File: config.mk
export PLATFORM = sky130hd
export DESIGN_NAME = progmem_loader
export DESIGN_NICKNAME = d
export VERILOG_FILES = /design/src/rtl/progmem_loader.sv
export SDC_FILE = /design/constraint.sdc
export NUM_CORES = 1
export LEC_CHECK = 0
export BUFFER_PORTS_ARGS = -buffer_cell sky130_fd_sc_hd__buf_4
export CAP_MARGIN = 10
export CORE_MARGIN = 2
export CORE_UTILIZATION = 61
export DETAILED_ROUTE_END_ITERATION = 7
export PLACE_DENSITY = 0.81
export RECOVER_POWER = 50
export SYNTH_ARGS = -nofsm -noshare
export SYNTH_HDL_FRONTEND = slang
export SYNTH_SLANG_ARGS = --single-unit
File: constraint.sdc
create_clock -name clk -period 3.3 [get_ports clk]
set_input_delay 0.99 -clock clk [delete_from_list [all_inputs] [get_ports clk]]
set_output_delay 0.99 -clock clk [all_outputs]
set_load 0.02 [all_outputs]
File: src/rtl/progmem_loader.sv
`default_nettype none
// ============================================================================
//  Module   : progmem_loader
//  Purpose  : Boot-time program memory writer. Receives a framed byte stream
//             (SYNC, ADDR_H, ADDR_L, CNT_H, CNT_L, CNT x {hi,lo}, CHK) over a
//             valid/ready handshake, writes big-endian 16-bit words into the
//             program memory and releases the CPU once a frame has loaded
//             with a matching checksum.
//  Ports    : clk, resetn        - clock, asynchronous active-low reset
//             in_data/in_valid   - byte stream input
//             in_ready           - byte accepted when in_valid & in_ready
//             mem_addr/mem_din   - progmem word address / write data
//             mem_we             - one-cycle write strobe per word
//             cpu_run            - CPU reset release
//             busy/done          - frame in progress / load complete (sticky)
//             error/err_code     - last frame failed: 01 range, 10 checksum,
//                                  11 timeout
//  Revision : 1.0 - initial release
// ============================================================================
module progmem_loader #(
  parameter int unsigned TIMEOUT = 50000,
  parameter logic [7:0]  SYNC    = 8'hA5
) (
  input  logic        clk,
  input  logic        resetn,
  input  logic [7:0]  in_data,
  input  logic        in_valid,
  output logic        in_ready,
  output logic [15:0] mem_addr,
  output logic [15:0] mem_din,
  output logic        mem_we,
  output logic        cpu_run,
  output logic        busy,
  output logic        done,
  output logic        error,
  output logic [1:0]  err_code
);

  // Counter only has to reach TIMEOUT-1 before the timeout fires.
  localparam int unsigned TMO_W = (TIMEOUT < 2) ? 1 : $clog2(TIMEOUT);
  localparam logic [TMO_W-1:0] TMO_LAST = TMO_W'(TIMEOUT - 1);

  localparam logic [3:0] S_IDLE   = 4'd0;
  localparam logic [3:0] S_ADDR_H = 4'd1;
  localparam logic [3:0] S_ADDR_L = 4'd2;
  localparam logic [3:0] S_CNT_H  = 4'd3;
  localparam logic [3:0] S_CNT_L  = 4'd4;
  localparam logic [3:0] S_DATA_H = 4'd5;
  localparam logic [3:0] S_DATA_L = 4'd6;
  localparam logic [3:0] S_WRITE  = 4'd7;
  localparam logic [3:0] S_CHK    = 4'd8;
  localparam logic [3:0] S_DONE   = 4'd9;

  localparam logic [1:0] ERR_RANGE = 2'b01;
  localparam logic [1:0] ERR_CHK   = 2'b10;
  localparam logic [1:0] ERR_TMO   = 2'b11;

  logic [3:0]       state_q, state_d;
  logic [15:0]      addr_q, addr_d;
  logic [15:0]      cnt_q, cnt_d;
  logic [7:0]       hi_q, hi_d;
  logic [7:0]       sum_q, sum_d;
  logic [TMO_W-1:0] tmo_q, tmo_d;
  logic             error_q, error_d;
  logic [1:0]       err_code_q, err_code_d;
  logic             mem_we_q, mem_we_d;
  logic [15:0]      mem_addr_q, mem_addr_d;
  logic [15:0]      mem_din_q, mem_din_d;

  logic             accept;
  logic             timed_state;
  logic [16:0]      end_addr;

  // Gating with resetn keeps in_ready low while reset is held even though
  // the state register already sits in IDLE.
  assign in_ready = resetn && (state_q != S_WRITE) && (state_q != S_DONE);
  assign accept   = in_valid && in_ready;

  assign mem_addr = mem_addr_q;
  assign mem_din  = mem_din_q;
  assign mem_we   = mem_we_q;
  assign cpu_run  = (state_q == S_DONE);
  assign done     = (state_q == S_DONE);
  assign busy     = (state_q != S_IDLE) && (state_q != S_DONE);
  assign error    = error_q;
  assign err_code = err_code_q;

  // Last word address + 1 in 17 bits; exactly 17'h10000 is still in range.
  assign end_addr = {1'b0, addr_q} + {1'b0, cnt_q[15:8], in_data};

  // The inter-byte timer runs in every in-frame state except WRITE, where
  // the loader itself is holding off the source.
  assign timed_state = (state_q >= S_ADDR_H) && (state_q <= S_CHK) &&
                       (state_q != S_WRITE);

  always_comb begin
    state_d    = state_q;
    addr_d     = addr_q;
    cnt_d      = cnt_q;
    hi_d       = hi_q;
    sum_d      = sum_q;
    tmo_d      = tmo_q;
    error_d    = error_q;
    err_code_d = err_code_q;
    mem_we_d   = 1'b0;
    mem_addr_d = mem_addr_q;
    mem_din_d  = mem_din_q;

    if (timed_state) begin
      tmo_d = accept ? '0 : tmo_q + 1'b1;
    end

    case (state_q)
      S_IDLE: begin
        if (accept && (in_data == SYNC)) begin
          error_d    = 1'b0;
          err_code_d = 2'b00;
          sum_d      = 8'h00;
          tmo_d      = '0;
          state_d    = S_ADDR_H;
        end
      end
      S_ADDR_H: begin
        if (accept) begin
          addr_d[15:8] = in_data;
          sum_d        = sum_q + in_data;
          state_d      = S_ADDR_L;
        end
      end
      S_ADDR_L: begin
        if (accept) begin
          addr_d[7:0] = in_data;
          sum_d       = sum_q + in_data;
          state_d     = S_CNT_H;
        end
      end
      S_CNT_H: begin
        if (accept) begin
          cnt_d[15:8] = in_data;
          sum_d       = sum_q + in_data;
          state_d     = S_CNT_L;
        end
      end
      S_CNT_L: begin
        if (accept) begin
          cnt_d[7:0] = in_data;
          sum_d      = sum_q + in_data;
          if (end_addr > 17'h10000) begin
            error_d    = 1'b1;
            err_code_d = ERR_RANGE;
            state_d    = S_IDLE;
          end else if ({cnt_q[15:8], in_data} == 16'h0000) begin
            state_d = S_CHK;
          end else begin
            state_d = S_DATA_H;
          end
        end
      end
      S_DATA_H: begin
        if (accept) begin
          hi_d    = in_data;
          sum_d   = sum_q + in_data;
          state_d = S_DATA_L;
        end
      end
      S_DATA_L: begin
        // Write port is loaded here so it is valid for exactly the WRITE
        // cycle and otherwise holds its last value.
        if (accept) begin
          sum_d      = sum_q + in_data;
          mem_we_d   = 1'b1;
          mem_addr_d = addr_q;
          mem_din_d  = {hi_q, in_data};
          state_d    = S_WRITE;
        end
      end
      S_WRITE: begin
        addr_d  = addr_q + 16'd1;
        cnt_d   = cnt_q - 16'd1;
        state_d = (cnt_q == 16'd1) ? S_CHK : S_DATA_H;
      end
      S_CHK: begin
        if (accept) begin
          if (in_data == sum_q) begin
            state_d = S_DONE;
          end else begin
            error_d    = 1'b1;
            err_code_d = ERR_CHK;
            state_d    = S_IDLE;
          end
        end
      end
      S_DONE: begin
        state_d = S_DONE;
      end
      default: begin
        state_d = S_IDLE;
      end
    endcase

    // Only reachable on a cycle with no accepted byte, so it never collides
    // with a transition taken by the case above.
    if (timed_state && !accept && (tmo_q == TMO_LAST)) begin
      error_d    = 1'b1;
      err_code_d = ERR_TMO;
      tmo_d      = '0;
      state_d    = S_IDLE;
    end
  end

  always_ff @(posedge clk or negedge resetn) begin
    if (!resetn) begin
      state_q    <= S_IDLE;
      addr_q     <= 16'h0000;
      cnt_q      <= 16'h0000;
      hi_q       <= 8'h00;
      sum_q      <= 8'h00;
      tmo_q      <= '0;
      error_q    <= 1'b0;
      err_code_q <= 2'b00;
      mem_we_q   <= 1'b0;
      mem_addr_q <= 16'h0000;
      mem_din_q  <= 16'h0000;
    end else begin
      state_q    <= state_d;
      addr_q     <= addr_d;
      cnt_q      <= cnt_d;
      hi_q       <= hi_d;
      sum_q      <= sum_d;
      tmo_q      <= tmo_d;
      error_q    <= error_d;
      err_code_q <= err_code_d;
      mem_we_q   <= mem_we_d;
      mem_addr_q <= mem_addr_d;
      mem_din_q  <= mem_din_d;
    end
  end

endmodule
`default_nettype wire

==> results of run 1 <==
==> metal layers <==
layer	wire length (µm)	share of wire	global-route usage
met1	6620	0.41	0.386
met2	7600	0.48	0.502
met3	1080	0.068	0.0353
met4	673	0.042	0.146
met5	0	0	0
==> final timing paths <==
check / to / slack [ns]
worst max-delay path: error / 0.13
worst min-delay path: sum_q[6] / 0.48
worst max register to register: err_code[1] / 0.33
worst min register to register: cnt_q[7] / 0.48
max in group asynchronous: hi_q[2] / 0.78
min in group clk: cnt_q[7] / 0.48
==> layout by cell type (no fill, tap or decap), drive strengths merged, types with 4 or more instances in the layout <==
| cell type | n |
|---|---|
| a21o | 10 |
| clkbuf | 47 |
| nand4 | 10 |
| a211o | 5 |
| buf | 65 |
| o21ai | 42 |
| or4 | 4 |
| inv | 23 |
| nand3 | 27 |
| a211oi | 12 |
| a31oi | 8 |
| dfrtp | 104 |
| nor3 | 18 |
| xnor2 | 15 |
| nor2b | 7 |
| nand2b | 5 |
| nor4 | 13 |
| xor2 | 10 |
| o22ai | 14 |
| and3 | 9 |
| or3 | 8 |
| and4 | 4 |
| nand3b | 4 |
| nand2 | 53 |
| ha | 27 |
| mux2 | 41 |
| nor2 | 67 |
| o211ai | 6 |
| a311oi | 4 |
| a21oi | 44 |
| a22oi | 4 |
==> kinds of logic (layout without fill, tap and decap cells) <==
| kind of cell | Yosys count | after routing |
|---|---|---|
| flip-flops | 104 | 104 |
| multiplexers | 44 | 44 |
| buffers and inverters | 49 | 138 |
| AND/OR/NAND/NOR | 244 | 244 |
| adder cells (fa/ha/maj) | 29 | 29 |
| XOR/XNOR | 25 | 25 |
| AO/OA/AOI/OAI | 175 | 175 |
==> cell type report <==
class / count / area [µm²] / area share
clock buffers: 9 / 124 / 0.0173
clock inverters: 7 / 60.1 / 0.00839
inverters: 19 / 71.3 / 0.00996
multi-input cells: 517 / 3500 / 0.489
flip-flops and latches: 104 / 2600 / 0.364
well taps: 136 / 170 / 0.0238
repair buffers: 103 / 632 / 0.0883
==> sequential cells by signal, summed over array words and instances (netlist names) <==
signal	count
error	1
mem_addr	16
sum_q	8
tmo_q	16
mem_we	1
mem_din	16
err_code	2
hi_q	8
state_q	4
addr_q	16
cnt_q	16
==> critical path: cells and delay by family <==
family	cells	cell delay, ns
buffers and inverters	4	0.60
adders and majority gates	1	0.23
and+or+nand+nor	3	0.60
AOI/OAI and AO/OA	5	1.03
==> where the power goes <==
| group | internal [mW] | total (mW) | switching, mW |
|---|---|---|---|
| clock network | 0.289 | 0.771 | 0.482 |
| registers | 1.79 | 2.26 | 0.473 |
| logic | 1.57 | 3.67 | 2.10 |
| total | 3.65 | 6.70 | 3.05 |
==> repair_timing <==
| action | CTS | global route |
|---|---|---|
| gates resized for setup | 0 | 7 |
| endpoints found under the setup margin | 0 | 6 |
| buffers inserted | 0 | 0 |
==> metrics by stage <==
step	utilization	std cells
3_3_place_gp	0.698	879
4_1_cts	0.716	895
5_1_grt	0.703	895
2_1_floorplan	-	670
6_report	0.703	895
3_5_place_dp	0.698	879
==> key figures, run 1 <==
Pwr
  • Peak VDD IR: between 500 and 600 µV
  • Leakage: around 3 nW
  • Power density cells: ~940 nW/µm²
  • Tot Pwr: 6.70 mW

Critical path
  • Critical Path Most Common Cell: buf_4
  • Critical Path Slowest Stage Cell: or2_2
  • Reg2reg start: state_q[3]
  • CP peak stage delay: approximately 0.29 ns
  • CP max FO: 6
  • CP required: roughly 3.6 ns
  • Worst setup SP type: input pin
  • CP endpoint kind: register
  • CP Class: in2reg
  • FF-to-FF path depth: 7
  • Critical-path cell list: buf_4 -> ha_1 -> buf_4 -> a211oi_1 -> buf_4 -> o21ai_1 -> and4_1 -> o211a_1 -> o21ai_1 -> nor3_2 -> buf_4 -> or2_2 -> a211oi_1
  • CP startpoint: in_data[0]
  • WP data arrival: 3.44 ns

Place
  • PortBufs: 50
  • DP HPWL: about 12000 µm
  • Setup WS pre-CTS: -0.326 ns
  • Post-place instance area: between 7000 and 8000 µm²
  • RePlAce Congestion: 0.904

Clock network
  • CTS Buffer Depth: 2
  • Cts hold-fix bufs: 0
  • CTS tree: done
  • Reg clk slew, reported paths: roughly 0.10 ns
  • Root Buffer Master: clkbuf_8
  • Total CTS buffers: 9
  • Clock H-tree levels: 3
  • Clock sink count: roughly 100
  • Insertion delay to the later sink of the worst-skew pair: between 0.3 and 0.4 ns

Global route
  • GRT overflow: 0
  • Initial antenna violation count: 0
  • First-pass GRT wire length: approximately 27000 µm
  • Vias in the first global route: between 5000 and 6000
  • Largest net degree at the start of global routing: just over 50
  • Total track usage: 0.299

Routing
  • Starting DRC count in detailed routing: around 430
  • Pre-antenna DRT Iters: 5
  • Post-route DRC: 0
  • WL final: between 15000 and 20000 µm
  • DR vias: 5651
  • WL per Instance: roughly 18 µm
  • Antenna Nets Post-Route: 0
  • Vias per cell: 6.31

Finish
  • Post-route cell area: 7160 µm²
  • Number of fill cells in the layout: slightly above 800
  • Final antenna diode count: 0
  • Share of cells above drive strength 1: 0.173
  • P&R area growth vs syn: 13.7%
  • Layout Nets: between 700 and 800

Worst hold path
  • HP Class: in2async

Yosys
  • Synth Area per Inst: approximately 9.4 µm²
  • Post-synth EDFFs: 0
  • Synth Flop Type: dfrtp_1
  • Post-Synth Simple-Gate Area: 0.199
  • Compound-gate portion of the synthesized area: 0.182
  • FF+latch count, synth: 104
  • Adder-Cell Fraction of Synth Area: 0.0600
  • Register area share after synthesis: 0.413
  • Cell area after synthesis: about 6300 µm²
  • Netlist cell types: 73
  • Synth Net Count: 710
  • XOR/XNOR Fraction of Synth Area: 0.0348
  • Largest family of logic cells by synthesized area: simple AND/OR/NAND/NOR gates
  • Cells after synthesis: 670
  • Top cells by area, synth: dfrtp_1, mux2_2, ha_1
  • Most frequent cells after synthesis: dfrtp_1, nor2_1, nand2_1
  • Most frequent cell after synthesis: dfrtp_1
  • Post-synth ARST share: 1.00
  • Post-synthesis mux area share: 0.0781
  • Ys Warns: 0
  • Top cell type's share of synthesized area: 0.413
  • Synth area leader: dfrtp_1

Outcome
  • Status: complete, no violations

STA
  • Fmax: about 0.32 GHz
  • Final setup viols: 0
  • Slew headroom: 0.133
  • RSZ-0062 raised after global routing: false
  • Hold WS: about 0.48 ns
  • Pin slew with the least headroom to its limit: between 1 and 1.5 ns
  • Final Slew Violations: 0
  • Fin worst setup slack: approximately 0.13 ns
  • Tcrit/Tclk final: 0.959
  • Clock Skews: about 0.015 ns
  • Final hold vios: 0
  • Tmin final: 3.17 ns
  • Setup TNS: 0 ns

Floorplan
  • Overall die width: around 110 µm
  • Starting density of the core: 0.618
  • Die H: 106 µm
  • Row cnt: 37
  • Total die area: 11200 µm²
  • Core Region: between 10000 and 15000 µm²
  • IO Pins: 51

Job
  • Max-cap check violation count: 0
(Power assumes the default switching activity.)
==> run 2: changes to the inputs <==
--- a/config.mk
+++ b/config.mk
@@ -7,11 +7,12 @@
 export LEC_CHECK = 0
 export BUFFER_PORTS_ARGS = -buffer_cell sky130_fd_sc_hd__buf_4
 export CAP_MARGIN = 10
-export CORE_MARGIN = 2
+export CORE_MARGIN = 3
 export CORE_UTILIZATION = 61
 export DETAILED_ROUTE_END_ITERATION = 7
 export PLACE_DENSITY = 0.81
 export RECOVER_POWER = 50
+export SKIP_CTS_REPAIR_TIMING = 1
 export SYNTH_ARGS = -nofsm -noshare
 export SYNTH_HDL_FRONTEND = slang
 export SYNTH_SLANG_ARGS = --single-unit
==> run 2 against run 1 <==
Against the previous run:
- via count decreased by 1.5%
- critical path depth decreased by 1
- first-iteration DRC count increased by 3.7%
- clock-buffer cell count increased by 1
- hold slack improved by 0.013 ns
- clock power about the same
- setup slack improved by 0.067 ns
- register-to-register slack improved by 0.10 ns
- largest cell class unchanged
- largest power group unchanged
==> key figures, run 2 (synthesized netlist as in run 1, its figures left out) <==
Pwr
  • Clock power share: 0.115 (about the same)
  • Sequential power share: 0.343 (+0.005)
  • Power density cells: 937 nW/µm² (+0.11%)
  • P_int: 3.63 mW (-0.66%)
  • Peak VDD IR: 502 µV (-11%)
  • Net Sw Power: 3.07 mW (+0.65%)
  • Combinational share of power: 0.542 (-0.005)
  • Switching share of total power: 0.459 (+0.00325)
  • Leakage: 3.06 nW (-0.45%)

STA
  • Final setup viols: 0 (unchanged)
  • Fmax: 0.323 GHz (+2.2%)
  • RSZ-0062 raised after global routing: false
  • Tcrit/Tclk final: 0.939 (-0.0204)
  • Final hold vios: 0 (unchanged)
  • Hold WS: 0.490 ns (+0.0133 ns)
  • Slew headroom: 0.231 (+0.0982)
  • Clock Skews: 0.0119 ns (-0.00301 ns)
  • Tmin final: 3.10 ns (-0.0673 ns)
  • Pin slew with the least headroom to its limit: 1.15 ns (-0.147 ns)
  • Final Slew Violations: 0 (unchanged)

Critical path
  • WP data arrival: 3.42 ns (-0.02 ns)
  • CP required: 3.62 ns (+0.04 ns)
  • Reg-to-Reg End: err_code[1]
  • Worst setup SP type: input pin
  • R2r setup slk: 0.43 ns (+0.10 ns)
  • CP Class: in2reg
  • CP peak stage delay: 0.41 ns (+0.12 ns)
  • Critical Path Slowest Stage Cell: fa_1
  • CP endpoint kind: register
  • CP max FO: 5 (-1)
  • Reg2reg start: addr_q[0]
  • FF-to-FF path depth: 11 (+4)
  • Critical-path cell list: buf_4 -> ha_1 -> fa_1 -> nand3_1 -> a21oi_1 -> or3_1 -> a2111oi_2 -> o2111ai_1 -> nor3_2 -> buf_4 -> a211o_1 -> and3_1
  • Critical Path Most Common Cell: buf_4

Worst hold path
  • Worst hold stages: 1
  • Hold EP: cnt_q[7]
  • HP Class: reg2reg
  • HP Start: cnt_q[7]

Finish
  • Share of cells above drive strength 1: 0.168 (-0.00416)
  • Most frequent cells in the layout: dfrtp_1, nor2_1, buf_4
  • Post-route cell area: 7150 µm² (-0.17%)
  • Final antenna diode count: 0 (unchanged)
  • Number of fill cells in the layout: 776 (-6.1%)
  • Layout Nets: 789 (-0.63%)
  • P&R area growth vs syn: 13.5%
  • Commonest non-fill, non-tap cell in the layout: dfrtp_1

Floorplan
  • Die H: 108 µm (+1.9%)
  • IO Pins: 51 (unchanged)
  • Overall die width: 108 µm (+1.9%)
  • Starting density of the core: 0.635 (+0.0172)
  • Total die area: 11600 µm² (+3.8%)
  • Row cnt: 36 (-2.7%)
  • Core Region: 9910 µm² (-2.7%)

Clock network
  • Total CTS buffers: 9 (unchanged)
  • Root Buffer Master: clkbuf_8
  • Clock sink count: 104 (unchanged)
  • Insertion delay to the later sink of the worst-skew pair: 0.38 ns (about the same)
  • CTS Buffer Depth: 2 (unchanged)
  • CTS tree: done
  • Reg clk slew, reported paths: 0.09 ns (about the same)
  • Clock H-tree levels: 3 (unchanged)

Routing
  • Starting DRC count in detailed routing: 449 (+3.7%)
  • Post-route DRC: 0 (unchanged)
  • Vias per cell: 6.28 (-0.58%)
  • Antenna Nets Post-Route: 0 (unchanged)
  • WL final: 16300 µm (+1.8%)
  • Pre-antenna DRT Iters: 5 (unchanged)
  • DR vias: 5568 (-1.5%)
  • WL per Instance: 18.3 µm (+2.8%)

Global route
  • Total track usage: 0.293 (-0.00667)
  • Largest net degree at the start of global routing: 59 (+16%)
  • Initial antenna violation count: 0 (unchanged)
  • GRT overflow: 0 (unchanged)
  • First-pass GRT wire length: 26600 µm (about the same)
  • Vias in the first global route: 5347 (-2.7%)

Place
  • DP HPWL: 12200 µm (+2.1%)
  • Post-place instance area: 7090 µm² (-0.32%)
  • PortBufs: 50 (unchanged)
  • RePlAce Congestion: 0.912 (+0.87%)

Job
  • Max-cap check violation count: 0 (unchanged)

Outcome
  • Status: complete, no violations
[run 2: cell types whose count changed in the layout (fill, tap and decap cells not counted), sizes merged]
cell	before	now
buf	65	59
clkbuf	47	49
clkinv	1	3
inv	23	21
clkinvlp	2	1
[run 2: power by group through the flow]
| stage | clock, mW | combinational, mW | sequential [mW] |
|---|---|---|---|
| 6_report | 0.772 | 3.63 | 2.29 |
| 5_1_grt | 0.839 | 4.00 | 2.38 |
| 4_1_cts | 0.781 | 3.74 | 2.29 |
| 3_5_place_dp | 0 | 3.72 | 2.31 |
| 3_3_place_gp | 0 | 3.61 | 2.28 |
| 2_1_floorplan | 0 | 2.36 | 2.40 |
[run 2: critical path, delay by kind of cell]
family	cells	cell delay, ns
buffers and inverters	2	0.28
AO/OA/AOI/OAI	4	0.72
adder cells (fa/ha/maj)	2	0.63
AND/OR/NAND/NOR	4	0.79
[run 2: worst max-delay path by stage]
stage / slack, ns / startpoint / end / depth (start not counted)
6_report: 0.20 / in_data[0] / err_code[1] / 12
5_1_grt: 0.05 / in_data[0] / err_code[1] / 12
4_1_cts: 0.13 / in_data[0] / err_code[1] / 12
3_5_place_dp: -0.28 / in_data[0] / err_code[1] / 12
3_3_place_gp: -0.24 / in_data[0] / err_code[1] / 12
2_1_floorplan: 0.001 / in_data[0] / err_code[1] / 10
[run 2: cell type report]
type                       count  area, µm²  share of cell area
sequential                   104       2600               0.364
clock inverter                 6       50.0             0.00700
clock buffer                  10        138              0.0193
tap                          133        166              0.0233
multi-input combinational    517       3510               0.491
inverter                      19       71.3             0.00998
timing repair buffer          98        607              0.0849
[run 2: routing by layer]
layer	vias to the layer above	track usage	share of wire	wire, µm
li1	2635	-	-	-
met1	2706	0.377	0.42	6850
met2	192	0.495	0.49	7990
met3	35	0.0642	0.063	1020
met4	0	0.0884	0.024	392
met5	-	0	0	0
[run 2: per-stage QoR]
step           cells  power [mW]  worst slack [ns]  setup TNS (ns)  utilization
2_1_floorplan    670        4.76           0.00126               0            -
3_3_place_gp     871        5.89            -0.245           -1.23        0.715
4_1_cts          887        6.81             0.128               0        0.734
5_1_grt          887        7.22            0.0458               0        0.721
3_5_place_dp     871        6.03            -0.282           -1.56        0.715
6_report         887        6.70             0.201               0        0.721
==> run 3: changes to the inputs <==
--- a/config.mk
+++ b/config.mk
@@ -10,7 +10,8 @@
 export CORE_MARGIN = 3
 export CORE_UTILIZATION = 61
 export DETAILED_ROUTE_END_ITERATION = 7
-export PLACE_DENSITY = 0.81
+export HOLD_SLACK_MARGIN = 0.08
+export PLACE_DENSITY = 0.9
 export RECOVER_POWER = 50
 export SKIP_CTS_REPAIR_TIMING = 1
 export SYNTH_ARGS = -nofsm -noshare
==> run 3 against run 2 <==
Against the previous run:
- setup slack worse by 0.068 ns
- register-to-register slack worse by 0.05 ns
- cell area is 1.5% higher
- the run now ends with capacitance limit, slew limit left
- highest routed layer unchanged
- maximum frequency is 2.1% lower
- die area stayed put
- critical path depth is 1 lower
- clock skew is 0.0021 ns lower
- wire length is 10% higher
- clock power is 17% higher
- sequential share of layout area is 0.55 points lower
==> key figures, run 3 (synthesized netlist as in run 1, its figures left out) <==
Floorplan
  • Starting density of the core: 0.635 (unchanged)
  • Die H: 108 µm (unchanged)
  • Core Region: 9910 µm² (unchanged)
  • Row cnt: 36 (unchanged)
  • Overall die width: 108 µm (unchanged)
  • IO Pins: 51 (unchanged)
  • Total die area: 11600 µm² (unchanged)

Clock network
  • Total CTS buffers: 9 (unchanged)
  • Reg clk slew, reported paths: 0.10 ns (about the same)
  • CTS tree: done
  • Root Buffer Master: clkbuf_8
  • Clock sink count: 104 (unchanged)
  • Insertion delay to the later sink of the worst-skew pair: 0.38 ns (about the same)
  • CTS Buffer Depth: 2 (unchanged)
  • Clock H-tree levels: 3 (unchanged)

Global route
  • Initial antenna violation count: 0 (unchanged)
  • Largest net degree at the start of global routing: 63 (+6.8%)
  • Met3 Track Usage GR: 0.0576 (-0.00660)
  • Vias in the first global route: 5926 (+11%)
  • Total track usage: 0.324 (+0.0310)
  • First-pass GRT wire length: 29500 µm (+11%)
  • GR Layer Usage met2: 0.552 (+0.0568)
  • GRT overflow: 0 (unchanged)
  • Grt peak-use layer: met2
  • Grt met1 use: 0.402 (+0.0248)

Routing
  • DR vias: 5898 (+5.9%)
  • Antenna Nets Post-Route: 0 (unchanged)
  • Post-route DRC: 0 (unchanged)
  • Pre-antenna DRT Iters: 6 (+1)
  • Starting DRC count in detailed routing: 501 (+12%)
  • Vias per cell: 6.63 (+5.6%)
  • WL per Instance: 20.2 µm (+9.9%)
  • WL final: 17900 µm (+10%)

Pwr
  • Net Sw Power: 3.21 mW (+4.5%)
  • Switching share of total power: 0.453 (-0.00578)
  • Tot Pwr: 7.09 mW (+5.8%)
  • Clock power share: 0.128 (+0.013)
  • Leakage: 3.16 nW (+3.3%)
  • P_int: 3.88 mW (+6.9%)
  • Sequential power share: 0.328 (-0.015)
  • Combinational share of power: 0.544 (+0.002)
  • Power density cells: 977 nW/µm² (+4.2%)
  • Peak VDD IR: 601 µV (+20%)

STA
  • Slew headroom: -0.000497 (-0.232)
  • Clock Skews: 0.00981 ns (-0.00211 ns)
  • Tmin final: 3.17 ns (+0.0678 ns)
  • Fmax: 0.316 GHz (-2.1%)
  • Tcrit/Tclk final: 0.960 (+0.0205)
  • Pin slew with the least headroom to its limit: 1.50 ns (+0.347 ns)
  • Final hold vios: 0 (unchanged)
  • Final Slew Violations: 48 (+48)
  • Final setup viols: 0 (unchanged)

Critical path
  • WP data arrival: 3.46 ns (+0.04 ns)
  • Critical Path Slowest Stage Cell: a2111oi_0
  • R2r setup slk: 0.38 ns (-0.05 ns)
  • Worst setup SP type: input pin
  • CP max FO: 5 (unchanged)
  • Reg-to-Reg End: state_q[3]
  • CP endpoint kind: register
  • Levels on crit path: 11 (-1)
  • CP top delay family: compound AO/OA/AOI/OAI gates
  • CP peak stage delay: 0.43 ns (+0.02 ns)
  • FF-to-FF path depth: 10 (-1)
  • CP Class: in2reg
  • Critical-path cell list: buf_4 -> ha_1 -> a2111oi_0 -> o21ai_1 -> and4_1 -> o211a_1 -> o21ai_1 -> nor3_2 -> buf_4 -> or2_2 -> a211oi_1
  • CP required: 3.59 ns (-0.03 ns)
  • Buf+Inv Stages, Crit Path: 2 (unchanged)
  • Reg2reg start: addr_q[14]

Place
  • Post-place instance area: 7090 µm² (about the same)
  • RePlAce Congestion: 0.947 (+3.9%)
  • PortBufs: 50 (unchanged)
  • DP HPWL: 12900 µm (+6.3%)

Finish
  • Commonest non-fill, non-tap cell in the layout: dfrtp_1
  • Layout Nets: 792 (+0.38%)
  • Post-route cell area: 7260 µm² (+1.5%)
  • Share of cells above drive strength 1: 0.194 (+0.0258)
  • Final antenna diode count: 0 (unchanged)
  • Most frequent cells in the layout: dfrtp_1, buf_4, nor2_1
  • P&R area growth vs syn: 15.2%

Worst hold path
  • HP Class: in2async

Outcome
  • Status: finished with violations
  • Failing checks: capacitance limit, slew limit

Job
  • Max-cap check violation count: 1 (+1)
run 3: cell count changes in the layout (fill, tap and decap cells not counted), sizes merged:
cell    before  now
clkinv       3    1
inv         21   22
buf         59   81
clkbuf      49   29
bufinv       0    2
run 3: area by class of cell:
type	instances	area [µm²]
multi-input cells	517	3510
fillers	725	2650
flip-flops and latches	104	2600
repair buffers	101	684
well taps	133	166
clock buffers	9	124
clock inverters	7	101
inverters	19	71.3
run 3: per-layer routing:
| layer | routed length, µm | vias up | share of wire |
|---|---|---|---|
| li1 | - | 2656 | - |
| met1 | 6940 | 2871 | 0.39 |
| met2 | 8770 | 292 | 0.49 |
| met3 | 1410 | 79 | 0.078 |
| met4 | 820 | 0 | 0.046 |
| met5 | 0 | - | 0 |
run 3: power groups by stage:
stage	logic, mW	clock network (mW)	registers, mW
after floorplan	2.36	0	2.40
after global placement	3.63	0	2.27
after detailed placement	3.80	0	2.33
after CTS	3.85	0.910	2.31
after global routing	4.21	0.948	2.40
final	3.85	0.906	2.33
run 3: per-stage QoR:
stage | utilization | setup TNS [ns] | hold WS, ns | instances | worst slack (ns)
3_5_place_dp | 0.716 | -1.64 | 0.466 | 874 | -0.310
2_1_floorplan | - | 0 | 0.433 | 670 | 0.00126
3_3_place_gp | 0.716 | -1.26 | 0.451 | 874 | -0.261
5_1_grt | 0.732 | -0.00231 | 0.475 | 890 | -0.00227
4_1_cts | 0.739 | 0 | 0.474 | 890 | 0.0932
6_report | 0.732 | 0 | 0.479 | 890 | 0.133
run 3: worst max-delay path by stage:
| stage | start | to | slack (ns) |
|---|---|---|---|
| 6_report | in_data[6] | error | 0.13 |
| 5_1_grt | in_data[0] | state_q[3] | -0.002 |
| 4_1_cts | in_data[0] | err_code[1] | 0.09 |
| 3_5_place_dp | in_data[0] | err_code[1] | -0.31 |
| 3_3_place_gp | in_data[0] | err_code[1] | -0.26 |
| 2_1_floorplan | in_data[0] | err_code[1] | 0.001 |
